[src/rtl/ir_frame_tx.sv]
// Two-part air-conditioner IR frame transmitter with carrier modulation.
// Sequence: leader, frame A bits, connect gap, frame B bits, stop mark, optional repeats.
// One shared down-counter times every segment. Outputs are registered so that
// env_out and ir_out change on the same clock edge.
module ir_frame_tx #(
  parameter int unsigned CLK_HZ        = 125000000,
  parameter int unsigned CARRIER_HZ    = 38000,
  parameter int unsigned LEN_A         = 35,
  parameter int unsigned LEN_B         = 32,
  parameter int unsigned MSB_FIRST     = 1,
  parameter int unsigned LEAD_MARK_US  = 9000,
  parameter int unsigned LEAD_SPACE_US = 4500,
  parameter int unsigned BIT_MARK_US   = 750,
  parameter int unsigned ZERO_SPACE_US = 450,
  parameter int unsigned ONE_SPACE_US  = 1500,
  parameter int unsigned GAP_SPACE_US  = 20000,
  parameter int unsigned RPT_SPACE_US  = 40000,
  parameter int unsigned CARRIER_EN    = 1,
  parameter int unsigned OUT_INV       = 1
) (
  input  logic             clk,
  input  logic             rst,
  input  logic             start,
  input  logic [LEN_A-1:0] data_a,
  input  logic [LEN_B-1:0] data_b,
  input  logic [1:0]       repeat_n,
  input  logic             abort,
  output logic             busy,
  output logic             done,
  output logic             env_out,
  output logic             ir_out
);

  localparam int unsigned CYC_US   = CLK_HZ / 1000000;
  localparam int unsigned CAR_DIV  = CLK_HZ / CARRIER_HZ;
  localparam int unsigned CAR_HALF = CAR_DIV / 2;

  // Counter preload values: a segment of N cycles is loaded with N-1 and ends at 0.
  localparam logic [31:0] N_LEAD_M = 32'(LEAD_MARK_US * CYC_US) - 32'd1;
  localparam logic [31:0] N_LEAD_S = 32'(LEAD_SPACE_US * CYC_US) - 32'd1;
  localparam logic [31:0] N_BIT_M  = 32'(BIT_MARK_US * CYC_US) - 32'd1;
  localparam logic [31:0] N_ZERO   = 32'(ZERO_SPACE_US * CYC_US) - 32'd1;
  localparam logic [31:0] N_ONE    = 32'(ONE_SPACE_US * CYC_US) - 32'd1;
  localparam logic [31:0] N_GAP    = 32'(GAP_SPACE_US * CYC_US) - 32'd1;
  localparam logic [31:0] N_RPT    = 32'(RPT_SPACE_US * CYC_US) - 32'd1;

  localparam logic CAR_ON = (CARRIER_EN != 0);
  localparam logic INV    = (OUT_INV != 0);
  // LED level on the first cycle of a mark, where the carrier phase restarts at 0.
  localparam logic IR_MARK0 = ((CAR_HALF > 0) || !CAR_ON) ^ INV;

  localparam logic [5:0] A_FIRST = (MSB_FIRST != 0) ? 6'(LEN_A - 1) : 6'd0;
  localparam logic [5:0] A_LAST  = (MSB_FIRST != 0) ? 6'd0 : 6'(LEN_A - 1);
  localparam logic [5:0] B_FIRST = (MSB_FIRST != 0) ? 6'(LEN_B - 1) : 6'd0;
  localparam logic [5:0] B_LAST  = (MSB_FIRST != 0) ? 6'd0 : 6'(LEN_B - 1);

  typedef enum logic [3:0] {
    StIdle, StLeadM, StLeadS, StAM, StAS, StGapM, StGapS, StBM, StBS, StStopM, StRptS
  } state_e;

  state_e           state;
  logic [31:0]      cnt;
  logic [31:0]      phase;
  logic [5:0]       bit_idx;
  logic [1:0]       rpt_left;
  logic [LEN_A-1:0] data_a_q;
  logic [LEN_B-1:0] data_b_q;

  logic [31:0] phase_inc;
  logic        car_inc;
  logic        seg_end;
  logic [63:0] a_pad;
  logic [63:0] b_pad;
  logic        bit_a;
  logic        bit_b;
  logic [5:0]  bit_step;

  // Carrier phase advance, segment end and current payload bit selection.
  always_comb begin
    phase_inc = (phase == 32'(CAR_DIV - 1)) ? 32'd0 : phase + 32'd1;
    car_inc   = (phase_inc < 32'(CAR_HALF));
    seg_end   = (cnt == 32'd0);
    a_pad     = 64'(data_a_q);
    b_pad     = 64'(data_b_q);
    bit_a     = a_pad[bit_idx];
    bit_b     = b_pad[bit_idx];
    bit_step  = (MSB_FIRST != 0) ? bit_idx - 6'd1 : bit_idx + 6'd1;
  end

  // Frame sequencer with segment timer, carrier phase and registered outputs.
  always_ff @(posedge clk) begin
    if (!rst) begin
      state    <= StIdle;
      busy     <= 1'b0;
      done     <= 1'b0;
      env_out  <= 1'b0;
      ir_out   <= INV;
      cnt      <= '0;
      phase    <= '0;
      bit_idx  <= '0;
      rpt_left <= '0;
      data_a_q <= '0;
      data_b_q <= '0;
    end else begin
      // Within a segment: count down, free-run the carrier, keep the envelope.
      done   <= 1'b0;
      cnt    <= cnt - 32'd1;
      phase  <= phase_inc;
      ir_out <= (env_out & (car_inc | ~CAR_ON)) ^ INV;
      if ((state != StIdle) && abort) begin
        state   <= StIdle;
        busy    <= 1'b0;
        env_out <= 1'b0;
        ir_out  <= INV;
        cnt     <= '0;
      end else begin
        case (state)
          StIdle: begin
            cnt <= '0;
            if (start) begin
              data_a_q <= data_a;
              data_b_q <= data_b;
              rpt_left <= repeat_n;
              busy     <= 1'b1;
              state    <= StLeadM;
              env_out  <= 1'b1;
              ir_out   <= IR_MARK0;
              phase    <= '0;
              cnt      <= N_LEAD_M;
            end
          end
          StLeadM: if (seg_end) begin
            state   <= StLeadS;
            env_out <= 1'b0;
            ir_out  <= INV;
            cnt     <= N_LEAD_S;
          end
          StLeadS: if (seg_end) begin
            state   <= StAM;
            bit_idx <= A_FIRST;
            env_out <= 1'b1;
            ir_out  <= IR_MARK0;
            phase   <= '0;
            cnt     <= N_BIT_M;
          end
          StAM: if (seg_end) begin
            state   <= StAS;
            env_out <= 1'b0;
            ir_out  <= INV;
            cnt     <= bit_a ? N_ONE : N_ZERO;
          end
          StAS: if (seg_end) begin
            state   <= (bit_idx == A_LAST) ? StGapM : StAM;
            bit_idx <= bit_step;
            env_out <= 1'b1;
            ir_out  <= IR_MARK0;
            phase   <= '0;
            cnt     <= N_BIT_M;
          end
          StGapM: if (seg_end) begin
            state   <= StGapS;
            env_out <= 1'b0;
            ir_out  <= INV;
            cnt     <= N_GAP;
          end
          StGapS: if (seg_end) begin
            state   <= StBM;
            bit_idx <= B_FIRST;
            env_out <= 1'b1;
            ir_out  <= IR_MARK0;
            phase   <= '0;
            cnt     <= N_BIT_M;
          end
          StBM: if (seg_end) begin
            state   <= StBS;
            env_out <= 1'b0;
            ir_out  <= INV;
            cnt     <= bit_b ? N_ONE : N_ZERO;
          end
          StBS: if (seg_end) begin
            state   <= (bit_idx == B_LAST) ? StStopM : StBM;
            bit_idx <= bit_step;
            env_out <= 1'b1;
            ir_out  <= IR_MARK0;
            phase   <= '0;
            cnt     <= N_BIT_M;
          end
          StStopM: if (seg_end) begin
            env_out <= 1'b0;
            ir_out  <= INV;
            if (rpt_left != 2'd0) begin
              rpt_left <= rpt_left - 2'd1;
              state    <= StRptS;
              cnt      <= N_RPT;
            end else begin
              state <= StIdle;
              busy  <= 1'b0;
              done  <= 1'b1;
              cnt   <= '0;
            end
          end
          StRptS: if (seg_end) begin
            state   <= StLeadM;
            env_out <= 1'b1;
            ir_out  <= IR_MARK0;
            phase   <= '0;
            cnt     <= N_LEAD_M;
          end
          default: begin
            state   <= StIdle;
            busy    <= 1'b0;
            env_out <= 1'b0;
            ir_out  <= INV;
            cnt     <= '0;
          end
        endcase
      end
    end
  end

endmodule

[config.mk]
export PLATFORM = sky130hd
export DESIGN_NAME = ir_frame_tx
export DESIGN_NICKNAME = d
export VERILOG_FILES = /design/src/rtl/ir_frame_tx.sv
export SDC_FILE = /design/constraint.sdc
export NUM_CORES = 1
export LEC_CHECK = 0
export ABC_AREA = 1
export ABC_CLOCK_PERIOD_IN_PS = 1700
export CAP_MARGIN = 20
export CORE_MARGIN = 2
export CORE_UTILIZATION = 53
export DETAILED_ROUTE_END_ITERATION = 16
export PLACE_DENSITY = 0.77
export REMOVE_ABC_BUFFERS = 1
export SYNTH_ARGS = -nofsm -noshare
export SYNTH_HDL_FRONTEND = slang
export SYNTH_SLANG_ARGS = --single-unit
[constraint.sdc]
create_clock -name clk -period 1.7 [get_ports clk]
set_input_delay 0.34 -clock clk [delete_from_list [all_inputs] [get_ports clk]]
set_output_delay 0.34 -clock clk [all_outputs]
set_load 0.05 [all_outputs]
==> metrics.md, run 1 <==
| Metric | Value |
|---|---|
| Status | `aborted with a tool error` |
| Failed at | `5_1_grt` |
| Err | `[ERROR GRT-0232] Routing congestion too high. Check the congestion heatmap in the GUI.` |
| Ys async rst share | `0%` |
| Worst-path end type | `register input` |
| Seq/Total Area, Yosys | `34.6%` |
| Mean Syn Cell Area | `6.48 sq um` |
| Cell count after placement | `1,816` |
| Die Y | `between 100 and 150 microns` |
| Clk buf depth | `2` |
| Worst_ep grt | `cnt[10]$_SDFF_PP0_/D` |
| Root Driver | `clkbuf_16` |
| # IOs | `77` |
| Routability Congestion | `0.999` |
| Dominant synthesized flop cell | `dfxtp_1` |
| Initial Utilization | `53.9%` |
| Inserted Clock Buffers | `17` |
| Unique cell type count in the Yosys netlist | `50` |
| Area after DPL | `about 0.011 sq mm` |
| Post-Syn Area | `~0.0085 sq mm` |
| Largest net degree at the start of global routing | `68` |
| Die width | `131 microns` |
| Syn. warnings | `0` |
| Post-Syn Instances | `1,311` |
| H-tree levels | `4` |
| CTS Sinks | `147` |
| Rows | `46` |
| Hpwl dp | `20.2 mm` |
| EDFF count, synth | `0` |
| Seq cells post-synth | `147` |
| Total grt overflow | `57` |
| Port Buffers | `76` |
| Global-route usage over all layers | `77.6%` |
## synthesized netlist by cell type, types with 2 or more instances
cell type,number,area [sq um]
a211oi_1,14,105
a21oi_1,101,505
a311oi_1,4,35.0
and2_1,2,12.5
and3_1,2,12.5
buf_1,3,11.3
buf_2,12,60.1
buf_6,4,45.0
clkbuf_1,22,82.6
dfxtp_1,147,2940
ha_1,6,75.1
inv_1,176,661
inv_2,16,60.1
nand2_1,283,1060
nand2_2,6,37.5
nand3_1,103,515
nand3_2,2,20.0
nand4_1,22,138
nor2_1,169,634
nor2_2,17,106
nor2_4,12,135
nor2_8,2,40.0
nor3_1,23,115
nor3_2,2,20.0
o211ai_1,3,22.5
o21a_1,2,15.0
o21ai_0,89,445
o21ai_1,9,45.0
o21bai_1,6,45.0
o31ai_1,2,15.0
o41ai_1,2,17.5
xnor2_1,7,61.3
xor2_1,24,210
## kinds of logic after synthesis
kind of cell               share of synthesized area, %
and+or+nand+nor                                    34.4
AOI/OAI and AO/OA                                  15.8
buffers and inverters                              11.0
DFF                                                34.6
xor gates and xnor gates                           3.19
adders and majority gates                         0.883
## per-stage QoR
step / TNS [ns] / utilization (%) / setup WS, ns
after global placement: -14.89 / 71.7 / -0.292
after floorplan: -105.67 / - / -1.41
after CTS: -5.78 / 83.5 / -0.171
after detailed placement: -18.11 / 71.7 / -0.307
## routing by layer
layer / GRT usage, % / GRT overflow
met5: 28.8 / 1
met4: 77.1 / 26
met3: 64.1 / 1
met2: 92.9 / 28
met1: 77.7 / 1
## what timing repair did
action	4_1_cts
gates cloned	5
hold buffers	0
resized for setup	260
endpoints found under the hold margin	0
endpoints found under the setup margin	82
buffers inserted	43
pin swaps	93
==> run 2: changes to the inputs <==
--- a/config.mk
+++ b/config.mk
@@ -6,12 +6,12 @@
 export NUM_CORES = 1
 export LEC_CHECK = 0
 export ABC_AREA = 1
-export ABC_CLOCK_PERIOD_IN_PS = 1700
+export ABC_CLOCK_PERIOD_IN_PS = 2200
 export CAP_MARGIN = 20
 export CORE_MARGIN = 2
-export CORE_UTILIZATION = 53
+export CORE_UTILIZATION = 40
 export DETAILED_ROUTE_END_ITERATION = 16
-export PLACE_DENSITY = 0.77
+export PLACE_DENSITY_LB_ADDON = 0.15
 export REMOVE_ABC_BUFFERS = 1
 export SYNTH_ARGS = -nofsm -noshare
 export SYNTH_HDL_FRONTEND = slang
==> constraint.sdc (replaced) <==
create_clock -name clk -period 2.2 [get_ports clk]
set_input_delay 0.44 -clock clk [delete_from_list [all_inputs] [get_ports clk]]
set_output_delay 0.44 -clock clk [all_outputs]
set_load 0.05 [all_outputs]
==> metrics.md, run 2 <==
| Metric | Value |
|---|---|
| Max stage delay on crit path | `0.83 ns` |
| Worst-Skew Late Latency | `0.43 ns` |
| Post-Syn Instances | `about 1,300` |
| Filler Cell Count | `between 2,000 and 2,500` |
| Crit-path leading delay family | `buffers and inverters` |
| Ant diodes | `0` |
| Hpwl dp | `18.4 mm` |
| Final design utilization | `50.1%` |
| Count leader, synth | `nand2_1` |
| Total grt overflow | `0` |
| Share of the synthesized area in the top cell type | `34.6%` |
| Total Power | `0.0136 W` |
| Crit Path Max Fanout | `3` |
| Max Cap Viol | `0` |
| Critical path's slowest cell | `clkdlybuf4s50_1` |
| Req. time, crit path | `1.76 ns` |
| Most frequent cells after synthesis | `nand2_1 (283), inv_1 (176), nor2_1 (169)` |
| Startpoint types | `register` |
| DR iter-0 viols | `539` |
| Avg WL per Cell | `14.2 microns` |
| Max Fclk | `between 0.4 and 0.5 GHz` |
| CTS clk-pin slew, worst paths | `0.07 ns` |
| Layout Nets | `between 1,000 and 1,500` |
| CTS tree | `built` |
| WL final | `24.1 mm` |
| Die Y | `150 microns` |
| Die Area | `0.0224 sq mm` |
| PwrDens | `about 1300 mW/mm^2` |
| Cell area after layout | `0.0105 sq mm` |
| H-tree levels | `4` |
| HP Class | `reg2reg` |
| Commonest non-fill, non-tap cell in the layout | `nand2_1` |
| Part of the cycle the worst path needs | `96.3%` |
| Largest net degree at the start of global routing | `between 70 and 80` |
| Rows | `53` |
| Global-route wire length before repair | `39.8 mm` |
| Share of cells above drive strength 1 | `between 10% and 20%` |
| Setup Buffers After CTS | `0` |
| Ys async rst share | `0%` |
| Initial antenna violation count | `0` |
| Max-slew headroom | `approximately two thirds` |
| Crit. End Element | `output pin` |
| Hold violation total from the final report | `0` |
| Mean Syn Cell Area | `6.48 sq um` |
| EDFF count, synth | `0` |
| Core area | `0.0210 sq mm` |
| Storage cell area | `0.00295 sq mm` |
| Dominant synthesized flop cell | `dfxtp_1` |
| Critical path cell sequence | `clkdlybuf4s50_1` |
| Status | `finished clean` |
| Vias in the first global route | `8,031` |
| Unique cell type count in the Yosys netlist | `50` |
| Routability Congestion | `0.938` |
| CP bufs+invs | `1` |
| Global-route usage over all layers | `22.2%` |
| Most frequent cells in the layout | `nand2_1 (283), inv_1 (175), nor2_1 (167)` |
| CP Data Arrival Time | `1.68 ns` |
| Residual DRC | `0` |
| Syn. warnings | `0` |
| Area after DPL | `between 0.009 and 0.01 sq mm` |
| Initial DRT Pass Iterations | `7` |
| Post-DRT Antenna Nets | `0` |
| Fin. max-slew vios | `0` |
| Area growth syn-to-layout | `23.5%` |
| CTS Sinks | `147` |
| Multi-input gate area in the final layout | `0.00466 sq mm` |
| Final Setup Violations | `0` |
| Clk buf depth | `2` |
| Actual slew at the worst max-slew pin | `0.498 ns` |
| Leak Pwr | `4.49 nW` |
| Post-Syn Area | `0.00850 sq mm` |
| Cts hold-fix bufs | `0` |
| Crit path kind | `reg2out` |
| Clock skew | `0.0192 ns` |
| Synth top area cells | `dfxtp_1 (35%), nand2_1 (12%), inv_1 (7.8%)` |
| Seq cells post-synth | `147` |
| Biggest register | `data_a_q` |
| Port Buffers | `76` |
| # IOs | `77` |
| Via count | `8,561` |
| Root Driver | `clkbuf_16` |
| Worst VDD drop | `0.631 mV` |
| RSZ-0062 raised after global routing | `yes` |
| Min Tclk post-route | `~2.1 ns` |
| Synth area leader | `dfxtp_1` |
| Inserted Clock Buffers | `17` |
| Die width | `150 microns` |
| Via/cell ratio | `5.04` |
| Seq/Total Area, Yosys | `between 30% and 40%` |
| Flip-flop count of the largest register after layout | `35` |
| Initial Utilization | `40.6%` |
run 2: cell counts after synthesis:
Identical to the previous run, type by type.
run 2: per-stage QoR:
stage	hold slack (ns)	TNS, ns	std cells	setup WS, ns
5_1_grt	0.464	-0.0160	1700	-0.0160
4_1_cts	0.454	0	1700	0.0539
2_1_floorplan	0.424	-56.79	1269	-0.913
3_5_place_dp	0.443	0	1668	0.107
6_report	0.450	0	1700	0.0823
3_3_place_gp	0.439	0	1668	0.146
run 2: final timing paths:
check	start	endpoint	slack, ns	cells after the start
max	env_out	env_out	0.08	1
min reg2reg	data_a_q[34]	data_a_q[34]	0.45	2
min	data_a_q[34]	data_a_q[34]	0.45	2
max reg2reg	cnt[0]	cnt[5]	0.10	12
run 2: cells by family after synthesis:
group	after synthesis	share of synthesized area [%]
AOI/OAI and AO/OA	241	15.8
xor gates and xnor gates	31	3.19
adders and majority gates	6	0.883
buffers and inverters	236	11.0
DFF	147	34.6
and+or+nand+nor	650	34.4
run 2: what timing repair did:
item | CTS | global route
endpoints found under the setup margin | 0 | 7
endpoints found under the hold margin | 0 | 0
resized for setup | 0 | 11
run 2: area by class of cell:
class / instances / share of cell area (%)
multi-input combinational: 928 / 44.4
sequential: 147 / 28.1
timing repair buffer: 124 / 11.2
inverter: 194 / 6.97
clock buffer: 17 / 4.05
tap: 275 / 3.28
clock inverter: 15 / 2.04
run 2: layer usage:
metal  vias up  track usage, %  routed length [microns]
met5         -               0                        0
met4         0            8.73                      598
met3        37            3.29                     1280
met2       248            35.4                    10900
met1      3843            30.3                    11300
li1       4433               -                        -
run 2: tightest hold or removal path, delay by kind of cell, from the launching register on:
family | cells | cell delay (ns)
buf+inv | 1 | 0.06
compound gates | 1 | 0.05
flops | 1 | 0.30
run 2: where the power goes:
group	leakage (nW)	switching [W]	total, W	internal, W
Sequential	1.20	0.000363	0.00373	0.00337
Combinational	2.98	0.00427	0.00668	0.00241
Clock	0.311	0.00131	0.00316	0.00185
No activity file was read; power rests on OpenSTA's default activity.
==> run 3: changes to the inputs <==
--- a/config.mk
+++ b/config.mk
@@ -11,6 +11,7 @@
 export CORE_MARGIN = 2
 export CORE_UTILIZATION = 40
 export DETAILED_ROUTE_END_ITERATION = 16
+export HOLD_SLACK_MARGIN = 0.03
 export PLACE_DENSITY_LB_ADDON = 0.15
 export REMOVE_ABC_BUFFERS = 1
 export SYNTH_ARGS = -nofsm -noshare
==> results of run 3 <==
The final DEF is identical to that of run 2; final timing and power are the same.
